`config.mk`:
```
export PLATFORM = sky130hd
export DESIGN_NAME = alu_basic_setup
export DESIGN_NICKNAME = d
export VERILOG_FILES = /design/src/rtl/alu_basic_setup.sv
export SDC_FILE = /design/constraint.sdc
export NUM_CORES = 1
export LEC_CHECK = 0
export ABC_AREA = 1
export BUFFER_PORTS_ARGS = -buffer_cell sky130_fd_sc_hd__buf_2
export CORE_ASPECT_RATIO = 1.25
export CORE_MARGIN = 10
export CORE_UTILIZATION = 35
export DETAILED_ROUTE_END_ITERATION = 10
export REMOVE_ABC_BUFFERS = 1
export SLEW_MARGIN = 25
export SYNTH_ARGS = -nofsm -noshare
export SYNTH_HDL_FRONTEND = slang
export SYNTH_SLANG_ARGS = --single-unit
```
`constraint.sdc`:
```
create_clock -name clk -period 3.6 [get_ports clk]
set_input_delay 0.9 -clock clk [delete_from_list [all_inputs] [get_ports clk]]
set_output_delay 0.9 -clock clk [all_outputs]
set_load 0.01 [all_outputs]
```
`src/rtl/alu_basic_setup.sv`:
```
// alu_basic_setup: 8-bit 6502-style ALU datapath slice.
// A/B input latches feed a combinational ALU (SUM with optional BCD adjust,
// AND, EOR, OR, shift-right). The result and flags are captured in a hold
// register that can drive the internal SB and ADL buses. Dummy drivers let
// a bench inject values onto DB, SB and ADL.
// Buses resolve as a wired-AND of all enabled drivers. A bit that nothing
// drives floats to the precharge level dummy_HIGH.

module alu_basic_setup (
    input  logic       clk,
    input  logic       rst_n,
    input  logic       SB_TO_A,
    input  logic       ZERO_A,
    input  logic       DB_TO_B,
    input  logic       NOT_DB_TO_B,
    input  logic       ADL_TO_B,
    input  logic       sig_DAA,
    input  logic       sig_CARRY_IN,
    input  logic       sig_SUMS,
    input  logic       sig_ANDS,
    input  logic       sig_EORS,
    input  logic       sig_ORS,
    input  logic       sig_SRS,
    input  logic       ALU_TO_HOLD,
    input  logic       HOLD_TO_ADL,
    input  logic       HOLD_L_TO_SB,
    input  logic       HOLD_H_TO_SB,
    input  logic       dummy_HIGH,
    input  logic       force_DB,
    input  logic       force_SB,
    input  logic       force_ADL,
    input  logic [7:0] DUMMY_DB,
    input  logic [7:0] DUMMY_SB,
    input  logic [7:0] DUMMY_ADL,
    output logic [7:0] DB,
    output logic [7:0] SB,
    output logic [7:0] ADL,
    output logic       AVR_OUT,
    output logic       ACR_OUT,
    output logic       HC_OUT
);

    // Resolve one bus bit: wired-AND of enabled drivers, precharge if none.
    function automatic logic resolve_bit(input logic [2:0] en,
                                         input logic [2:0] val,
                                         input logic       pre);
        logic wand_v;
        wand_v = &(val | ~en);
        if (|en) begin
            return wand_v;
        end else begin
            return pre;
        end
    endfunction

    logic [7:0] a_r;
    logic [7:0] b_r;
    logic [7:0] hold_r;
    logic       avr_r;
    logic       acr_r;
    logic       hc_r;

    logic [7:0] db_s;
    logic [7:0] sb_s;
    logic [7:0] adl_s;

    logic [4:0] lo5_s;
    logic [8:0] sum9_s;
    logic       bin_avr_s;
    logic       low_adj_s;
    logic [9:0] dec1_s;
    logic       hi_adj_s;
    logic [7:0] dec_res_s;
    logic [7:0] alu_res_s;
    logic       alu_avr_s;
    logic       alu_acr_s;
    logic       alu_hc_s;

    // Bus resolution for DB, SB and ADL, bit by bit.
    always_comb begin
        db_s  = 8'h00;
        sb_s  = 8'h00;
        adl_s = 8'h00;
        for (int i = 0; i < 8; i++) begin
            db_s[i]  = resolve_bit({force_DB, 1'b0, 1'b0},
                                   {DUMMY_DB[i], 1'b1, 1'b1}, dummy_HIGH);
            adl_s[i] = resolve_bit({force_ADL, HOLD_TO_ADL, 1'b0},
                                   {DUMMY_ADL[i], hold_r[i], 1'b1}, dummy_HIGH);
            if (i == 7) begin
                sb_s[i] = resolve_bit({force_SB, HOLD_H_TO_SB, 1'b0},
                                      {DUMMY_SB[i], hold_r[i], 1'b1}, dummy_HIGH);
            end else begin
                sb_s[i] = resolve_bit({force_SB, HOLD_L_TO_SB, 1'b0},
                                      {DUMMY_SB[i], hold_r[i], 1'b1}, dummy_HIGH);
            end
        end
    end

    assign DB  = db_s;
    assign SB  = sb_s;
    assign ADL = adl_s;

    // Binary sum, half carry, overflow and the two-stage BCD adjust.
    always_comb begin
        lo5_s     = {1'b0, a_r[3:0]} + {1'b0, b_r[3:0]} + {4'b0000, sig_CARRY_IN};
        sum9_s    = {1'b0, a_r} + {1'b0, b_r} + {8'h00, sig_CARRY_IN};
        bin_avr_s = (a_r[7] == b_r[7]) && (sum9_s[7] != a_r[7]);
        // Low-nibble correction comes first; the high-nibble test sees its carry.
        low_adj_s = (sum9_s[3:0] > 4'd9) || lo5_s[4];
        if (low_adj_s) begin
            dec1_s = {1'b0, sum9_s} + 10'd6;
        end else begin
            dec1_s = {1'b0, sum9_s};
        end
        hi_adj_s = (dec1_s[7:4] > 4'd9) || (dec1_s[9:8] != 2'b00);
        if (hi_adj_s) begin
            dec_res_s = dec1_s[7:0] + 8'h60;
        end else begin
            dec_res_s = dec1_s[7:0];
        end
    end

    // Operation select with fixed priority SUMS > ANDS > EORS > ORS > SRS.
    always_comb begin
        alu_res_s = 8'h00;
        alu_avr_s = 1'b0;
        alu_acr_s = 1'b0;
        alu_hc_s  = 1'b0;
        if (sig_SUMS) begin
            alu_avr_s = bin_avr_s;
            alu_hc_s  = lo5_s[4];
            if (sig_DAA) begin
                alu_res_s = dec_res_s;
                alu_acr_s = hi_adj_s;
            end else begin
                alu_res_s = sum9_s[7:0];
                alu_acr_s = sum9_s[8];
            end
        end else if (sig_ANDS) begin
            alu_res_s = a_r & b_r;
        end else if (sig_EORS) begin
            alu_res_s = a_r ^ b_r;
        end else if (sig_ORS) begin
            alu_res_s = a_r | b_r;
        end else if (sig_SRS) begin
            alu_res_s = {sig_CARRY_IN, a_r[7:1]};
            alu_acr_s = a_r[0];
        end else begin
            alu_res_s = 8'h00;
        end
    end

    // A input latch: clear wins over load from SB (pre-edge bus value).
    always_ff @(posedge clk or negedge rst_n) begin
        if (!rst_n) begin
            a_r <= 8'h00;
        end else if (ZERO_A) begin
            a_r <= 8'h00;
        end else if (SB_TO_A) begin
            a_r <= sb_s;
        end else begin
            a_r <= a_r;
        end
    end

    // B input latch: DB, then inverted DB, then ADL.
    always_ff @(posedge clk or negedge rst_n) begin
        if (!rst_n) begin
            b_r <= 8'h00;
        end else if (DB_TO_B) begin
            b_r <= db_s;
        end else if (NOT_DB_TO_B) begin
            b_r <= ~db_s;
        end else if (ADL_TO_B) begin
            b_r <= adl_s;
        end else begin
            b_r <= b_r;
        end
    end

    // Hold register and flag capture.
    always_ff @(posedge clk or negedge rst_n) begin
        if (!rst_n) begin
            hold_r <= 8'h00;
            avr_r  <= 1'b0;
            acr_r  <= 1'b0;
            hc_r   <= 1'b0;
        end else if (ALU_TO_HOLD) begin
            hold_r <= alu_res_s;
            avr_r  <= alu_avr_s;
            acr_r  <= alu_acr_s;
            hc_r   <= alu_hc_s;
        end else begin
            hold_r <= hold_r;
            avr_r  <= avr_r;
            acr_r  <= acr_r;
            hc_r   <= hc_r;
        end
    end

    assign AVR_OUT = avr_r;
    assign ACR_OUT = acr_r;
    assign HC_OUT  = hc_r;

endmodule

```
==> results list, run 1 <==
- Result of the run: finished clean
- For this run, the post-layout net count is 542.
- Combinational family with the most area after synthesis: simple AND/OR/NAND/NOR gates
* I/O Pins: 73
* RSZ-0062 raised after global routing: no
- After clock tree synthesis, the setup repair step added 0 buffers.
- The tree is rooted in a sky130_fd_sc_hd__clkbuf_8.
* Logic gate share of total power: 57.3%
- Cells on worst reg2reg path: 18
- Summed over all layers, the global routing overflow is 0.
* End point of the worst hold path: AVR_OUT
- Die X-Extent: 98.9 um
* Total of flip-flops plus latches after synthesis: 27
- Data required time of the worst path: 3810 ps
- Count of mapped cells out of synthesis: 408
- Arrival @ worst endpoint: 3490 ps
* Wire length per cell after detailed routing: 15.0 um
- The tree built by TritonCTS fans out to 27 sinks.
- Of the total synthesized cell area, the portion taken by XOR and XNOR cells is 0.321%.
- Clock insertion delay at the later pin of the skew report: 270 ps
* Antenna violations before repair: 0
- Internal: 0.716 mW
* Most frequent standard cell in the layout excluding fill and tap cells: sky130_fd_sc_hd__nand2_1
- The number of slew-limit violations in the final report was 0.
- In this run the tightest slew margin relative to its limit is 58.4%.
- Together, buffers and inverters on the worst path number 4.
* Startpoint of the most critical hold path: AVR_OUT
* Count of endpoints failing hold in the final timing report: 0
* Number of distinct standard cells referenced by the synthesized netlist: 36
* Vias per cell: 5.09
- Fraction of the mapped netlist area in compound gates: 25.4%
* Slew at the pin with the worst max-slew slack: 624 ps
- After layout, the design draws a total of 1.35 mW.
- The top cell types in the final layout, fill and taps aside, are sky130_fd_sc_hd__nand2_1 (74), sky130_fd_sc_hd__buf_2 (72), sky130_fd_sc_hd__inv_1 (58).
- Antenna Nets Post-Route: 0
- Hold crit path type: reg2reg
* PostCTS Resize Cnt: 0
- After synthesis the cells add up to 2730 um2.
- Critical path class: in2reg
- After synthesis, the share of cell area in mux cells is 0%.
* Fraction of the yosys area taken by sequential cells: 24.8%
* Kind of end point of the critical path: register
- TNS Setup: 0 ps
- Routability-driven placement finished with a final weighted congestion of 0.865.
* Vias: 2886
- Yosys printed 0 warnings.
- Clock Path Buffers: 2
- Via count of the first global-routing pass: 3014
- Net switching share of the total power: 46.8%
- On the critical path, the stage with the largest delay is an instance of sky130_fd_sc_hd__fa_1.
* Cell taking the most area after synthesis: sky130_fd_sc_hd__dfrtp_1
- Switching power total: 0.629 mW
- CTS built an H-tree with a depth of 1.
- The repair_antennas step left the layout with diodes totalling 0.
- Number of iterations in the first detailed-routing pass: 5
* Yosys top cell area share: 24.8%
* Clock buffers created by TritonCTS: 3
- Largest fanout on the critical path: 4
- IR analysis of the VDD net gives a maximum drop of 0.174 mV.
- Walking the worst path, the cells encountered are buf_2, fa_1, inv_1, fa_1, ha_1, inv_1, nand3_1, nor2_4, nand2_2, nand2_2, nand2_2, ha_1, inv_1, nand3_1, nand2_1, nand2_1, nand3_1, nand2_1, a21oi_2.
- Maximum number of pins on one net before global-route repair: 28
* Pwr Density: 419 nW/um2
- First-pass GRT wire length: 14300 um
* Initial Util: 36.4%
- Summing the areas of all and, or, nand and nor instances in the mapped netlist gives 29.1% of the synthesized area.
* Hold slack final: 519 ps
- Final-layout fill cell count: 837
- The clock arrives with 4.68 ps of skew.
- In the routed design, unresolved DRC markers number 0.
- After clock tree synthesis, the clock-pin slew on the worst setup and hold paths is 100 ps.
* Overall die area: 11700 um2
* Aggregate routed wire length: 8520 um
- Total core area: 7490 um2
- FF-to-FF End: hold_r[7]
- Share of total power in the clock network: 13.2%
- Crit-path leading delay family: adder cells
- Row generation in the floorplan step produced 35 rows.
* CTS tree: done
* Overall global routing resource usage: 14.2%
- Type of origin of the critical path: input pin
- Die span in y: 119 um
* R2R Path Start: a_r[0]
- Cell types occupying the most area after synthesis: sky130_fd_sc_hd__dfrtp_1 (25%), sky130_fd_sc_hd__nand2_1 (10%), sky130_fd_sc_hd__o21ai_0 (9.4%)
- Slack of the worst reg-to-reg path: 630 ps
- Share of the cycle needed by the critical path after routing: 91.0%
- Relative to the synthesized area, the layout overhead comes to 18.0%.
- Worst hold path cell count: 2
- Maximum Capacitance Violations: 0
- Share of post-route cells with drive strength above 1: 23.4%
* HPWL after DPL: 7350 um
- Static timing analysis puts the maximum clock frequency at 305 MHz.
- Fraction of the core area covered by cells at the end of the flow: 42.9%
- Time the worst path needs with I/O delays and setup: 3280 ps
* Mapped Avg Cell Area: 6.68 um2
- The detailed router finished its first iteration with 161 violations.
- Number of endpoints failing setup at the final stage: 0
- Hold_buf cts: 0
- In this run the static leakage power is 1.67 nW.
- Area share of fa/ha/maj cells after synthesis: 9.73%
- Biggest cell delay along the critical path: 500 ps
- In this run, flip-flops and latches consume 29.5% of the power.
- PortBufs: 72
==> final cells by class <==
class	instances	area, um2	area share [%]
Timing Repair Buffer	74	375	11.7
Inverter	65	244	7.59
Clock buffer	4	45.0	1.40
Multi-Input combinational cell	305	1760	54.7
Sequential cell	27	676	21.0
Tap cell	92	115	3.58
==> flip-flops by register name, summed over array words and instances, names as in the netlist <==
signal / cells
hold_r: 8
a_r: 8
ACR_OUT: 1
AVR_OUT: 1
b_r: 8
HC_OUT: 1
==> worst max-delay path by stage <==
stage / start / to / slack, ps / depth (start not counted)
floorplan: sig_CARRY_IN / hold_r[7] / 380 / 18
global placement: sig_CARRY_IN / hold_r[7] / 90 / 19
detailed placement: sig_CARRY_IN / hold_r[7] / 40 / 19
CTS: sig_CARRY_IN / hold_r[7] / 310 / 19
global route: sig_CARRY_IN / hold_r[7] / 170 / 19
finish: sig_CARRY_IN / hold_r[7] / 320 / 19
==> power groups by stage <==
stage | combinational, mW | clock (mW) | sequential [mW]
global route | 0.887 | 0.192 | 0.406
global placement | 0.761 | 0 | 0.401
detailed placement | 0.775 | 0 | 0.403
CTS | 0.779 | 0.180 | 0.398
floorplan | 0.575 | 0 | 0.385
finish | 0.771 | 0.177 | 0.398
==> synth_stat cells, drive strengths merged <==
master and number:
nor3 2, ha 18, nand4 2, buf 2, o221ai 1, nand2 91
inv 62, nand3 36, clkinv 3, xor2 1, nand3b 3, o311ai 1
o211ai 6, clkbuf 9, a31oi 10, or2 1, o21ai 53, nor2 28
dfrtp 27, o31ai 1, o2111ai 1, fa 2, a21oi 23, o22ai 25
==> tightest hold or removal path, stage by stage (launching register included) <==
cell                      delay [ps]
sky130_fd_sc_hd__dfrtp_1         370
sky130_fd_sc_hd__nand2_1          60
sky130_fd_sc_hd__o31ai_1          60
==> layer usage <==
metal  routed length (um)  global-route usage [%]  vias up
li1                     -                       -     1519
met1                 3640                    15.6     1280
met2                 4240                    25.8       78
met3                  531                    4.08        9
met4                  112                    3.14        0
met5                    0                       0        -
==> logic make-up (layout without fill, tap and decap cells) <==
kind of cell / count (synthesis) / count (layout)
fa+ha+maj: 20 / 20
compound gates: 121 / 121
simple gates: 163 / 163
xor+xnor: 1 / 1
buf+inv: 76 / 143
flops: 27 / 27
==> per-stage QoR <==
step | setup WS [ps] | instance area (um2) | cells
finish | 323 | 3210 | 567
global route | 169 | 3210 | 567
CTS | 315 | 3210 | 567
detailed placement | 36.2 | 3170 | 563
global placement | 86.0 | 3170 | 563
floorplan | 384 | 2680 | 397
No activity file was read; power rests on OpenSTA's default activity.
==> run 2, diff against run 1 <==
Settings changed: REMOVE_ABC_BUFFERS 1 to default.
==> results list, run 2 (synthesis gave the netlist of run 1 again) <==
- Result of the run: finished clean (unchanged)
- Vias: 2951 (was 2886)
* Clock Path Buffers: 2 (unchanged)
- The full die area is 11700 um2 (unchanged).
- The most common cell after layout, fill and taps aside is sky130_fd_sc_hd__nand2_1 (unchanged).
* Buffer cell driving the clock tree root: sky130_fd_sc_hd__clkbuf_8 (unchanged)
- The number of buffers created by CTS came to 3 (unchanged).
- Via count of the first global-routing pass: 3051 (was 3014)
- The violation count after the first detailed-route iteration is 145 (was 161).
- Placed inst area: 3170 um2 (unchanged)
- The number of violations of the max-capacitance limit was 0 (unchanged).
- The post-CTS setup buffer count was 0 (unchanged).
* Diodes inserted: 0 (unchanged)
* Die span in y: 119 um (unchanged)
- Post-synth net total: 474
- The total number of placement rows was 35 (unchanged).
- Critical path, cell by cell: buf_2, fa_1, inv_1, fa_1, ha_1, inv_1, nand3_1, nor2_4, nand2_2, nand2_2, nand2_2, ha_1, inv_1, nand3_1, nand2_1, nand2_1, nand3_1, nand2_1, a21oi_2 (unchanged).
- The total power density per cell area is 422 nW/um2 (was 419 nW/um2).
- Total Power Consumption: 1.36 mW (was 1.35 mW)
* Final Instance Area: 3210 um2 (unchanged)
- The total overflow reported by the global router is 0 (unchanged).
- The number of hold violations in the final report came to 0 (unchanged).
- The critical path data arrival time was 3480 ps (was 3490 ps).
- The layout overhead on the synthesized area came to 18.0% (unchanged).
- The setup skew after layout was 11.3 ps (was 4.68 ps).
- The maximum vdd drop was 0.173 mV (was 0.174 mV).
- Critical path class: in2reg (unchanged)
- The wire length of the first global-routing pass came to 14400 um (was 14300 um).
- The count of unresolved DRC violations after routing was 0 (unchanged).
- The kind of end point of the critical path was a register (unchanged).
- Leading cell types in the layout, fill and taps excluded: sky130_fd_sc_hd__nand2_1 (74), sky130_fd_sc_hd__buf_2 (72), sky130_fd_sc_hd__inv_1 (58) (unchanged)
- Antenna violations before repair: 0 (unchanged)
- The remaining max-slew budget at the tightest pin is 58.7% (was 58.4%).
* Final-layout fill cell count: 794 (was 837)
- The number of cells after detailed placement came to 563 (unchanged).
* Share of post-route cells with drive strength above 1: 23.4% (unchanged)
- The clock-pin slew of the registers on the worst-case setup and hold paths came to 90 ps (was 100 ps).
* HPWL after DPL: 7410 um (was 7350 um)
- The cell at the slowest stage of the critical path was sky130_fd_sc_hd__fa_1 (unchanged).
- The class of the tightest hold or removal check is reg2reg (unchanged).
* Top achievable clock speed: 307 MHz (was 305 MHz)
* PostCTS Resize Cnt: 0 (unchanged)
- Crit path setup slack, layout: 341 ps (was 323 ps)
* Vias per cell: 5.20 (was 5.09)
- The CTS tree is done (unchanged).
* Number of iterations in the first detailed-routing pass: 4 (was 5)
- Max-slew violation total from the final report: 0 (unchanged)
* Share of the cycle needed by the critical path after routing: 90.5% (was 91.0%)
* Aggregate routed wire length: 8750 um (was 8520 um)
- H-Tree Level Count: 1 (unchanged)
* Antenna Nets Post-Route: 0 (unchanged)
- GPL Wtd Cong: 0.892 (was 0.865)
* Largest fanout on the critical path: 4 (unchanged)
- The maximum number of pins on one net before global-route repair was 28 (unchanged).
- Total number of nets in the final design: 542 (unchanged)
* Wire length per cell after detailed routing: 15.4 um (was 15.0 um)
* Clock insertion delay at the later pin of the skew report: 290 ps (was 270 ps)
- PortBufs: 72 (unchanged)
- Cell leakage power: 1.67 nW (unchanged)
* Layout Cells excl Fill: 567 (unchanged)
- Type of origin of the critical path: input pin (unchanged)
- Biggest cell delay along the critical path: 500 ps (about the same)
* Number of endpoints failing setup at the final stage: 0 (unchanged)
- The number of top-level pins was 73 (unchanged).
- The number of clock sinks was 27 (unchanged).
- Slew at the pin with the worst max-slew slack: 619 ps (was 624 ps)
- The effective utilization at floorplan is 36.4% (unchanged).
- The count of hold buffers inserted by post-cts repair is 0 (unchanged).
- Top flop regs: a_r (8), b_r (8), hold_r (8) (unchanged).
* Pre-CTS worst setup slack: 53.4 ps (was 36.2 ps)
- The final sum of negative setup slack was 0 ps (unchanged).
- Die X-Extent: 98.9 um (unchanged)
- The minimum clock period came to 3260 ps (was 3280 ps).
* Data required time of the worst path: 3820 ps (was 3810 ps)
- The total global-route track usage is 14.4% (was 14.2%).
- The total core area was 7490 um2 (unchanged).
- RSZ-0062 raised after global routing: no (unchanged).
==> run 2: power breakdown <==
| part | internal (mW) | leakage [nW] | switching, mW | total (mW) |
|---|---|---|---|---|
| clock network | 0.0798 | 0.0228 | 0.104 | 0.183 |
| registers | 0.350 | 0.330 | 0.0468 | 0.397 |
| logic | 0.287 | 1.31 | 0.489 | 0.776 |
==> run 2: per-layer routing <==
layer / global-route usage, % / up-vias / share of wire, % / wire length [um]
met2: 25.4 / 99 / 48 / 4240
met3: 4.43 / 16 / 8.0 / 703
met4: 4.40 / 0 / 1.9 / 164
met5: 0 / - / 0 / 0
met1: 15.9 / 1320 / 42 / 3640
li1: - / 1516 / - / -
==> run 2: critical path, delay by kind of cell <==
| kind | cells | cell delay [ps] |
|---|---|---|
| adders and majority gates | 4 | 1390 |
| and+or+nand+nor | 10 | 740 |
| buffers and inverters | 4 | 320 |
| AOI/OAI and AO/OA | 1 | 100 |
==> run 2: final timing paths <==
| check | startpoint | to | slack, ps | depth (start not counted) |
|---|---|---|---|---|
| setup / recovery | sig_CARRY_IN | hold_r[7] | 340 | 19 |
| hold / removal | AVR_OUT | AVR_OUT | 490 | 2 |
| setup reg to reg | a_r[0] | hold_r[7] | 650 | 18 |
| hold reg to reg | AVR_OUT | AVR_OUT | 490 | 2 |
| max in group asynchronous | rst_n | hold_r[5] | 2570 | 1 |
| min in group asynchronous | rst_n | b_r[4] | 610 | 1 |
==> run 2: final cells by class <==
| cell class | count | area (um2) | share of cell area, % |
|---|---|---|---|
| Timing Repair Buffer | 74 | 375 | 11.7 |
| Inverter | 65 | 244 | 7.59 |
| Sequential cell | 27 | 676 | 21.0 |
| Tap cell | 92 | 115 | 3.58 |
| Multi-Input combinational cell | 305 | 1760 | 54.7 |
| Clock buffer | 4 | 45.0 | 1.40 |
==> run 2: per-stage QoR <==
stage          hold WS [ps]  utilization (%)
2_1_floorplan           471                -
3_3_place_gp            479             42.3
3_5_place_dp            471             42.3
4_1_cts                 495             42.9
5_1_grt                 555             42.9
6_report                486             42.9
==> run 3, diff against run 2 <==
Settings changed: CORE_ASPECT_RATIO 1.25 to 1.2.
==> results list, run 3 (synthesis gave the netlist of run 1 again) <==
* Vias: 2935 (was 2951)
* Worst IR Drop VDD: 0.166 mV (was 0.173 mV)
- The post-cts sizing count is 0 (unchanged).
- Antenna violations before repair: 0 (unchanged)
* CTS tree: done (unchanged)
- The number of top-level pins came to 73 (unchanged).
* Maximum clock skew at final layout: 6.96 ps (was 11.3 ps)
- Maximum Capacitance Violations: 0 (unchanged)
* Critical path class: in2reg (unchanged)
- The buffer cell driving the clock tree root is sky130_fd_sc_hd__clkbuf_8 (unchanged).
- First-pass GRT wire length: 14400 um (about the same)
- Die span in y: 117 um (was 119 um)
* Total overflow reported by the global router: 0 (unchanged)
- Leading cell types in the layout, fill and taps excluded: sky130_fd_sc_hd__nand2_1 (74), sky130_fd_sc_hd__buf_2 (72), sky130_fd_sc_hd__inv_1 (58) (unchanged)
- The data required time at the worst endpoint came to 3820 ps (about the same).
- Aggregate routed wire length: 8820 um (was 8750 um)
- Share of post-route cells with drive strength above 1: 23.4% (unchanged)
- The number of endpoints failing setup at the final stage was 0 (unchanged).
- Result of the run: finished clean (unchanged)
* Total number of nets in the final design: 542 (unchanged)
* H-Tree Level Count: 1 (unchanged)
- The most common cell after layout, fill and taps aside is sky130_fd_sc_hd__nand2_1 (unchanged).
* Cell leakage power: 1.67 nW (unchanged)
* Worst rel slew slack: 57.9% (was 58.7%)
- The maximum number of pins on one net before global-route repair is 28 (unchanged).
- The full die area came to 11700 um2 (about the same).
- GPL Wtd Cong: 0.908 (was 0.892)
- Clock buffers created by TritonCTS: 3 (unchanged)
- Type of origin of the critical path: input pin (unchanged)
- The clock-pin slew of the registers on the worst-case setup and hold paths came to 100 ps (was 90 ps).
- Count of endpoints failing hold in the final timing report: 0 (unchanged)
- Total core area: 7620 um2 (was 7490 um2)
- Wire length per cell after detailed routing: 15.6 um (was 15.4 um)
* Time the worst path needs with I/O delays and setup: 3280 ps (was 3260 ps)
* Kind of end point of the critical path: register (unchanged)
* Row count: 35 (unchanged)
- Share of the cycle needed by the critical path after routing: 91.0% (was 90.5%)
- The maximum fanout count along the critical path came to 4 (unchanged).
- The number of slew-limit violations in the final report came to 0 (unchanged).
- Hold_buf cts: 0 (unchanged)
- The number of clock sinks came to 27 (unchanged).
- Hold crit path type: reg2reg (unchanged)
- The detailed-route vias per instance was 5.18 (was 5.20).
* Global-route met2 utilization: 27.3% (was 25.4%)
- Clock insertion delay at the later pin of the skew report: 280 ps (was 290 ps)
- The met3 layer usage reported by global route is 4.44% (was 4.43%).
- TNS Setup: 0 ps (unchanged)
- HPWL after DPL: 7480 um (was 7410 um)
* Overall global routing resource usage: 15.0% (was 14.4%)
- The number of cells on the worst reg-to-reg path is 18 (unchanged).
* Via count of the first global-routing pass: 3050 (was 3051)
* Highest-utilization routing layer at the global route stage: met2 (unchanged)
- The number of antenna cells inserted was 0 (unchanged).
- The maximum clock path buffer count is 2 (unchanged).
- The critical path data arrival time was 3500 ps (was 3480 ps).
* RSZ-0062 raised after global routing: no (unchanged)
* Setup fix buffers added after clock tree synthesis: 0 (unchanged)
- The layout overhead on the synthesized area is 18.0% (unchanged).
* Pwr Density: 423 nW/um2 (was 422 nW/um2)
* Slew at the pin with the worst max-slew slack: 631 ps (was 619 ps)
* Antenna Nets Post-Route: 0 (unchanged)
- The effective utilization at floorplan is 35.8% (was 36.4%).
- Post-route DRC: 0 (unchanged)
- Top flop regs: a_r (8), b_r (8), hold_r (8) (unchanged).
- Post-synth net total: 474 (unchanged)
- Worst hold path cell count: 2 (unchanged)
- Number of iterations in the first detailed-routing pass: 4 (unchanged)
- The count of input and output buffers was 72 (unchanged).
- Fraction of the core area covered by cells at the end of the flow: 42.2% (was 42.9%)
- The violation count after the first detailed-route iteration came to 160 (was 145).
* Top achievable clock speed: 305 MHz (was 307 MHz)
- The worst-case hold slack was 490 ps (was 486 ps).
* Die X-Extent: 101 um (was 98.9 um)
- The global routing met1 resource utilization is 16.2% (was 15.9%).
## run 3: cell counts in the layout (fill, tap and decap cells not counted)
No cell type changed its count.
## run 3: critical path, cell delays in order
cell,delay (ps)
sky130_fd_sc_hd__buf_2,120
sky130_fd_sc_hd__fa_1,500
sky130_fd_sc_hd__inv_1,110
sky130_fd_sc_hd__fa_1,470
sky130_fd_sc_hd__ha_1,230
sky130_fd_sc_hd__inv_1,50
sky130_fd_sc_hd__nand3_1,110
sky130_fd_sc_hd__nor2_4,120
sky130_fd_sc_hd__nand2_2,70
sky130_fd_sc_hd__nand2_2,60
sky130_fd_sc_hd__nand2_2,70
sky130_fd_sc_hd__ha_1,200
sky130_fd_sc_hd__inv_1,60
sky130_fd_sc_hd__nand3_1,80
sky130_fd_sc_hd__nand2_1,80
sky130_fd_sc_hd__nand2_1,50
sky130_fd_sc_hd__nand3_1,60
sky130_fd_sc_hd__nand2_1,60
sky130_fd_sc_hd__a21oi_2,110
## run 3: per-stage QoR
step	setup slack (ps)	power [mW]	cell area, um2	std cells
2_1_floorplan	384	0.970	2730	408
3_3_place_gp	114	1.17	3170	563
3_5_place_dp	53.7	1.18	3170	563
4_1_cts	346	1.36	3210	567
5_1_grt	115	1.49	3210	567
6_report	324	1.36	3210	567
## run 3: worst paths after layout
kind	startpoint	to	slack, ps
max	sig_CARRY_IN	hold_r[7]	320
min	HC_OUT	HC_OUT	490
max reg2reg	a_r[0]	hold_r[7]	630
min reg2reg	HC_OUT	HC_OUT	490
max in group asynchronous	rst_n	a_r[4]	2560
min in group asynchronous	rst_n	HC_OUT	620
## run 3: final cells by class
| class | instances | area, um2 |
|---|---|---|
| sequential | 27 | 676 |
| clock buffer | 4 | 45.0 |
| tap | 92 | 115 |
| inverter | 65 | 244 |
| timing repair buffer | 74 | 375 |
| fill | 860 | 4410 |
| multi-input combinational | 305 | 1760 |
## run 3: power breakdown
| part | leakage (nW) | switching, mW | internal [mW] |
|---|---|---|---|
| clock | 0.0228 | 0.102 | 0.0796 |
| combinational | 1.31 | 0.494 | 0.286 |
| sequential | 0.330 | 0.0480 | 0.350 |
| total | 1.67 | 0.644 | 0.716 |
## run 3: per-layer routing
metal	part of all wire (%)	wire, um	up-vias
met3	7.7	679	13
met2	49	4350	89
met5	0	0	-
met4	1.7	153	0
li1	-	-	1518
met1	41	3640	1315
